## src/rtl/tow_pkg.sv

```systemverilog
// Shared types and constants for the tug-of-war match controller.
package tow_pkg;

    // Width of each player's round-win score (holds 0..7).
    localparam int SCORE_W = 3;

    // Width of the between-round hold down-counter (HOLD_CYCLES up to 255).
    localparam int HOLD_W = 8;

    // Match controller states.
    typedef enum logic [1:0] {
        START = 2'd0,
        PLAY  = 2'd1,
        HOLD  = 2'd2,
        DONE  = 2'd3
    } tow_state_e;

endpackage

```

## src/rtl/score_seg7.sv

```systemverilog
// Active-low 7-segment decoder for a 3-bit score; bit 0 drives segment a.
module score_seg7
    import tow_pkg::*;
(
    input  logic [SCORE_W-1:0] score_i,
    output logic [6:0]         seg_o
);

    // Pure combinational digit lookup, segments ordered {g,f,e,d,c,b,a}.
    always_comb begin
        seg_o = 7'b1111111;
        case (score_i)
            3'd0: seg_o = 7'b1000000;
            3'd1: seg_o = 7'b1111001;
            3'd2: seg_o = 7'b0100100;
            3'd3: seg_o = 7'b0110000;
            3'd4: seg_o = 7'b0011001;
            3'd5: seg_o = 7'b0010010;
            3'd6: seg_o = 7'b0000010;
            3'd7: seg_o = 7'b1111000;
            default: seg_o = 7'b1111111;
        endcase
    end

endmodule

```

## src/rtl/tow_match_ctrl.sv

```systemverilog
// Best-of-N match controller for the tug-of-war playfield: counts round wins,
// holds the playfield in reset between rounds and latches the champion.
//
// Handshake: L_win / R_win are single-cycle pulses with no back-pressure; they
// are consumed only on an edge where the controller is in PLAY and are dropped
// otherwise. new_match is a level/pulse consumed only in DONE.
module tow_match_ctrl
    import tow_pkg::*;
#(
    parameter int WINS_NEEDED = 4,
    parameter int HOLD_CYCLES = 8
) (
    input  logic               clk,
    input  logic               reset,
    input  logic               L_win,
    input  logic               R_win,
    input  logic               new_match,
    output logic               round_rst,
    output logic [SCORE_W-1:0] L_score,
    output logic [SCORE_W-1:0] R_score,
    output logic               match_over,
    output logic               L_champ,
    output logic               R_champ,
    output logic [6:0]         HEX_L,
    output logic [6:0]         HEX_R,
    output logic [1:0]         dbg_state
);

    localparam logic [SCORE_W-1:0] WINS_VAL  = SCORE_W'(WINS_NEEDED);
    localparam logic [HOLD_W-1:0]  HOLD_LOAD = HOLD_W'(HOLD_CYCLES);

    tow_state_e         state_q, state_d;
    logic [SCORE_W-1:0] l_score_q, l_score_d;
    logic [SCORE_W-1:0] r_score_q, r_score_d;
    logic [HOLD_W-1:0]  hold_q, hold_d;
    logic               round_rst_q, round_rst_d;
    logic               match_over_q, match_over_d;
    logic               l_champ_q, l_champ_d;
    logic               r_champ_q, r_champ_d;

    // Next-state, score and hold-counter decisions; outputs are derived from
    // the next state so the registered outputs never lag the state.
    always_comb begin
        state_d   = state_q;
        l_score_d = l_score_q;
        r_score_d = r_score_q;
        hold_d    = hold_q;
        l_champ_d = l_champ_q;
        r_champ_d = r_champ_q;
        case (state_q)
            START: begin
                state_d = PLAY;
            end
            PLAY: begin
                if (L_win && R_win) begin
                    // Tie: round is replayed, scores untouched.
                    state_d = HOLD;
                    hold_d  = HOLD_LOAD;
                end else if (L_win) begin
                    l_score_d = l_score_q + 1'b1;
                    if (l_score_d == WINS_VAL) begin
                        state_d   = DONE;
                        l_champ_d = 1'b1;
                    end else begin
                        state_d = HOLD;
                        hold_d  = HOLD_LOAD;
                    end
                end else if (R_win) begin
                    r_score_d = r_score_q + 1'b1;
                    if (r_score_d == WINS_VAL) begin
                        state_d   = DONE;
                        r_champ_d = 1'b1;
                    end else begin
                        state_d = HOLD;
                        hold_d  = HOLD_LOAD;
                    end
                end
            end
            HOLD: begin
                // Counter value N means N more cycles of round reset remain.
                if (hold_q <= HOLD_W'(1)) begin
                    state_d = PLAY;
                    hold_d  = '0;
                end else begin
                    hold_d = hold_q - 1'b1;
                end
            end
            DONE: begin
                if (new_match) begin
                    state_d   = START;
                    l_score_d = '0;
                    r_score_d = '0;
                    l_champ_d = 1'b0;
                    r_champ_d = 1'b0;
                end
            end
            default: begin
                state_d = START;
            end
        endcase
        round_rst_d  = (state_d != PLAY);
        match_over_d = (state_d == DONE);
    end

    // All controller state, including the registered outputs, in one block.
    always_ff @(posedge clk or posedge reset) begin
        if (reset) begin
            state_q      <= START;
            l_score_q    <= '0;
            r_score_q    <= '0;
            hold_q       <= '0;
            round_rst_q  <= 1'b1;
            match_over_q <= 1'b0;
            l_champ_q    <= 1'b0;
            r_champ_q    <= 1'b0;
        end else begin
            state_q      <= state_d;
            l_score_q    <= l_score_d;
            r_score_q    <= r_score_d;
            hold_q       <= hold_d;
            round_rst_q  <= round_rst_d;
            match_over_q <= match_over_d;
            l_champ_q    <= l_champ_d;
            r_champ_q    <= r_champ_d;
        end
    end

    assign round_rst  = round_rst_q;
    assign L_score    = l_score_q;
    assign R_score    = r_score_q;
    assign match_over = match_over_q;
    assign L_champ    = l_champ_q;
    assign R_champ    = r_champ_q;
    assign dbg_state  = state_q;

    score_seg7 u_seg_l (
        .score_i (l_score_q),
        .seg_o   (HEX_L)
    );

    score_seg7 u_seg_r (
        .score_i (r_score_q),
        .seg_o   (HEX_R)
    );

endmodule

```

## config.mk

```make
export PLATFORM = sky130hd
export DESIGN_NAME = tow_match_ctrl
export DESIGN_NICKNAME = d
export VERILOG_FILES = /design/src/rtl/tow_pkg.sv /design/src/rtl/score_seg7.sv /design/src/rtl/tow_match_ctrl.sv
export SDC_FILE = /design/constraint.sdc
export NUM_CORES = 1
export LEC_CHECK = 0
export CAP_MARGIN = 20
export CORE_MARGIN = 8
export CORE_UTILIZATION = 51
export CTS_CLUSTER_SIZE = 16
export DETAILED_ROUTE_END_ITERATION = 10
export PLACE_DENSITY_LB_ADDON = 0.12
export SETUP_SLACK_MARGIN = 0.2
export SYNTH_ARGS = -nofsm -noshare
export SYNTH_HDL_FRONTEND = slang
export SYNTH_SLANG_ARGS = --single-unit
export TNS_END_PERCENT = 5
```

## constraint.sdc

```tcl
create_clock -name clk -period 2.2 [get_ports clk]
set_clock_uncertainty 0.1 [all_clocks]
set_input_delay 0.22 -clock clk [delete_from_list [all_inputs] [get_ports clk]]
set_output_delay 0.22 -clock clk [all_outputs]
set_load 0.05 [all_outputs]
```

After elaboration in Yosys (flattened, before gate mapping)

Memories as Yosys holds them, arrays and structs flattened.
Index checks and enable logic that the tools add are counted.

$add $sub $neg: 3
$lt $le $gt $ge: 1
Equality and inequality tests: 17
Multiplexer cells: 33
Reductions and logical operators: 9

Operators by type and width:

| kind                                                                             | number |
|---|---|
| 8-bit 2-to-1 mux                                                                 | 6 |
| 3-bit 2-to-1 mux                                                                 | 6 |
| 8-bit case mux with 2 select lines                                               | 1 |
| 2-bit inequality test, second input constant                                     | 7 |
| 4-bit inequality test, second input constant                                     | 3 |
| 3-bit case mux with 2 select lines                                               | 2 |
| 1-bit 2-to-1 mux                                                                 | 10 |
| 2-bit 2-to-1 mux                                                                 | 5 |
| 5-bit AND reduction                                                              | 2 |
| 8-bit by 1-bit less-or-equal comparator with 1-bit output, second input constant | 1 |
| 2-bit case mux with 4 select lines                                               | 1 |
| 4-bit AND reduction                                                              | 2 |
| 8-bit by 1-bit subtractor with 8-bit output, second input constant               | 1 |
| 3-bit by 1-bit adder with 3-bit output, second input constant                    | 2 |
| 2-bit == test, second input constant                                             | 3 |
| 3-bit == test, second input constant                                             | 2 |
| 6-bit AND reduction                                                              | 1 |
| 1-bit case mux with 2 select lines                                               | 2 |
| 2-bit nonzero test                                                               | 2 |
| 2-bit by 1-bit == test with 1-bit output, second input constant                  | 1 |
| 2-bit zero test                                                                  | 1 |
| 2-bit by 1-bit inequality test with 1-bit output, second input constant          | 1 |
| 1-bit logical AND                                                                | 1 |

Register bits after elaboration: 20
Memory bits (read-only): 112
Input bits: 5
Output and inout port bits: 26
Word-level logic and storage cells: 73
Memories: 2

Memory list:

| name            | words | bits a word | read ports | clocked after memory_dff | write ports | line             | RTL |
|---|---|---|---|---|---|---|---|
| (no name shown) | 8     | 7           | 1          | 0                        | 0           | score_seg7.sv:12 | `case (score_i)` |
| (no name shown) | 8     | 7           | 1          | 0                        | 0           | score_seg7.sv:12 |  |

Logic depth before layout (Yosys ltp)

Word-level depth: 8
Depth in mapped cells: 7
Mapped depth without buffers: 6

Modules after synthesis

Synthesis repeated with hierarchy kept, for this count alone.

Cells, all modules: 163
Area total of the unflattened synthesis: 1501.4 µm²

By module, submodules not included:

| module         | times used | cells each | area each (µm²) |
|---|---|---|---|
| tow_match_ctrl | 1          | 127        | 1213.7 |
| score_seg7     | 2          | 18         | 143.9 |

Worst setup path before layout

Ideal clock, no wire load.

Path type: register -> output
From: register l_score_q[0], in the netlist L_score[0]
To: output HEX_L[3]
Arrival time: 2.344 ns
Required time: 1.880 ns
Slack: -0.464 ns
Stages on the path, launching flop included: 4
Buffers on the path: 0
Cells stage by stage: dfrtp_1 > inv_1 > ha_1 > o21ai_0

Word-level cells in the longest chain between the ends: 1

Ends and longest elaborated chain:

| element                | line                  | RTL |
|---|---|---|
| from (decl)            | tow_match_ctrl.sv:33  | `logic [SCORE_W-1:0] l_score_q, l_score_d;` |
| from (signal assigned) | tow_match_ctrl.sv:118 | `l_score_q <= l_score_d;` |
| memory 8 x 7 bit       | -                     |  |
| to (decl)              | tow_match_ctrl.sv:24  | `output logic [6:0] HEX_L,` |

No other way between the ends.

Worst setup path after layout

From: register r_score_q[2], in the netlist R_score[2]
To: output R_score[2]

RTL lines:

| element                | line                  | RTL |
|---|---|---|
| from (decl)            | tow_match_ctrl.sv:34  | `logic [SCORE_W-1:0] r_score_q, r_score_d;` |
| from (signal assigned) | tow_match_ctrl.sv:119 | `r_score_q <= r_score_d;` |
| to (decl)              | tow_match_ctrl.sv:20  | `output logic [SCORE_W-1:0] R_score,` |

No word-level cell between the ends.

==> impl_results.md <==
- Fillcell total: 228
- Largest net degree at the start of global routing: 21
- Most frequent cell after synthesis: inv_1
- Max-slew violation count: 0
- Synth top cells by count: 22 x inv_1, 19 x dfrtp_1, 18 x ha_1
- RR Startpoint: hold_q[0]
- Fraction of layout cells with a size suffix above 1: 21.15%
- Initial DRC count: 83
- Placed wire-length estimate: around 2900 um
- Worst setup SP type: flip-flop
- Tightest Pin Transition: just under 0.8 ns
- Syn Area/Cell: about 9.0 um2
- Distinct cell type count after synthesis: 47
- Crit path cell chain: buf_4, clkdlybuf4s50_1
- CTS tree: yes
- Die H: a little over 70 um
- CTS buffer count: 3
- Die area: between 5000 and 6000 um2
- Post-route DRC: 0
- Worst skew pair latency: 0.30 ns
- Detailed Route WL: 3628 um
- Bufs and invs on worst path: 2
- Rows: 20
- Sequential Area: 503.0 um2
- EDFF count, synth: 0
- DR vias: 1369
- Tcrit/Tclk final: 91.89%
- Antenna Nets Post-Route: 0
- Fin crit period: a little over 2 ns
- DR WL/cell: roughly 15 um
- Slowest cell delay on critical path: ~0.82 ns
- Antenna Cells: 0
- Vias in the first global route: between 1000 and 1500
- Nets: between 200 and 250
- Flops & latches, synth: 20
- DR vias/cell: 5.680
- Sequential area share after synthesis: between 30% and 40%
- Ys flop type: dfrtp_1
- Synthesized Nets: 195
- Final Setup Violations: 0
- Unrepaired setup endpoints after global routing: yes
- Max-cap violations: 0
- Crit path arrival time: between 1.5 and 2 ns
- Critical path endpoint category: output port
- Post-synthesis cell area: 1548 um2
- IO Port Bufs: 30
- Overflow after GRT: 0
- F_max: around 0.49 GHz
- Crit Reg-Reg Endpoint: hold_q[5]
- GR peak layer: met2
- CP max-delay cell: clkdlybuf4s50_1
- Slew HR: 48.46%
- Met3 usage: approximately 3.5%
- Worst-case clock buffer depth: 2
- Ports: 31
- Post-synth top area share: roughly 30%
- Antenna violations before repair: 0
- Core area: approximately 3000 um2
- Initial Util: between 50% and 60%
- Status: finished clean
- CTS clk-pin slew, worst paths: ~0.11 ns
- P&R area growth vs syn: 29.02%
- Depth of the most critical reg-to-reg path: 7
- Worst R2R Setup Slack: roughly 0.24 ns
- GRT Total Usage: approximately 15%
- Synth Instances: between 150 and 200
- Yosys Warn Count: 0
- Met2 Resource Use GR: roughly 27%
- Number of H-tree levels: 1
- CP Class: reg2out
- Required @ worst endpoint: ~1.9 ns
- Max Fanout on Critical Path: 12
- Routability congestion estimate: 0.8572
- Setup TNS: 0 ns
- Top delay family on crit path: buffers and inverters
- First-pass GRT wire length: 6348 um
- Root Buffer: clkbuf_4
- Final Hold Fails: 0
- Multi-input gate area: a little under 1000 um2
- First-pass DRT Iterations: 4
- Post-synth ARST share: 100.0%
- HP Class: in2async
- Yosys top cell by area: dfrtp_1
- Top cells by area, synth: dfrtp_1 31%, ha_1 15%, inv_1 5.3%
- Met1 Use GR: about 17%
- Clk sinks: 20
- Die W: 71.09 um
-- area by class of cell --
cell class                      instances  area share, %
Inverter                               24          4.511
Timing Repair Buffer                   37          18.36
Clock buffer                            4          1.316
Multi-Input combinational cell        123          48.56
Tap cell                               33          2.068
Sequential cell                        20          25.19
-- sequential cells by signal, indices dropped and copies added (netlist names) --
| register | cells |
|---|---|
| R_score | 3 |
| hold_q | 8 |
| dbg_state | 2 |
| round_rst | 1 |
| L_score | 3 |
| L_champ | 1 |
| match_over | 1 |
| R_champ | 1 |
-- worst max path at each step --
stage / end / slack (ns) / from / cells after the start
2_1_floorplan: HEX_L[6] / -0.07 / L_score[2] / 2
3_3_place_gp: hold_q[0] / 0.18 / R_win / 5
3_5_place_dp: hold_q[0] / 0.08 / R_win / 5
4_1_cts: HEX_R[3] / 0.14 / R_score[0] / 6
5_1_grt: hold_q[7] / 0.08 / hold_q[0] / 7
6_report: R_score[2] / 0.18 / R_score[2] / 2
-- cells by family (layout without fill, tap and decap cells) --
family / after synthesis / in the layout / share of synthesized area [%]
adders and majority gates: 18 / 18 / 14.55
DFF: 20 / 20 / 32.42
xor gates and xnor gates: 3 / 3 / 1.698
muxes: 4 / 4 / 2.991
AOI/OAI and AO/OA: 49 / 49 / 22.96
buffers and inverters: 29 / 65 / 7.114
and+or+nand+nor: 49 / 49 / 18.27
-- metal layers --
layer  share of wire (%)  vias to the layer above  wire length (um)
met1                  41                      663              1504
met5                   0                        -                 0
met4                 1.4                        0                50
met2                  53                       28              1916
met3                 4.3                        5               157
li1                    -                      673                 -
-- cell usage in the layout, fill, tap and decap left out, types with 4 or more instances in the layout --
master	netlist	final
buf_4	0	17
a211oi_1	5	4
clkdlybuf4s50_1	0	15
inv_1	22	21
a21oi_1	8	8
ha_1	18	18
nand2_1	10	10
buf_12	0	4
o2bb2ai_1	5	5
o21ai_1	7	8
dfrtp_1	19	18
nor2_1	16	15
-- repair_timing --
item                       CTS  global route
pin swaps                    0             1
setup buffers                0             2
resized for setup            1             7
setup endpoints to repair    6            20
hold buffers                 0             0
hold endpoints to repair     0             0
-- stage by stage --
step / utilization [%] / setup slack (ns) / area (um2) / instances / hold slack [ns]
after floorplan: - / -0.06919 / 1559 / 172 / 0.08309
after global placement: 64.92 / 0.1837 / 1933 / 235 / 0.3832
after detailed placement: 64.92 / 0.08387 / 1933 / 235 / 0.4028
after CTS: 65.76 / 0.1449 / 1958 / 239 / 0.2711
after global routing: 67.06 / 0.08240 / 1997 / 241 / 0.3336
final: 67.06 / 0.1783 / 1997 / 241 / 0.2569
Power is left out: the tool's default activity adds up to more than one toggle a clock period on the data nets, which glitch-free logic cannot reach.
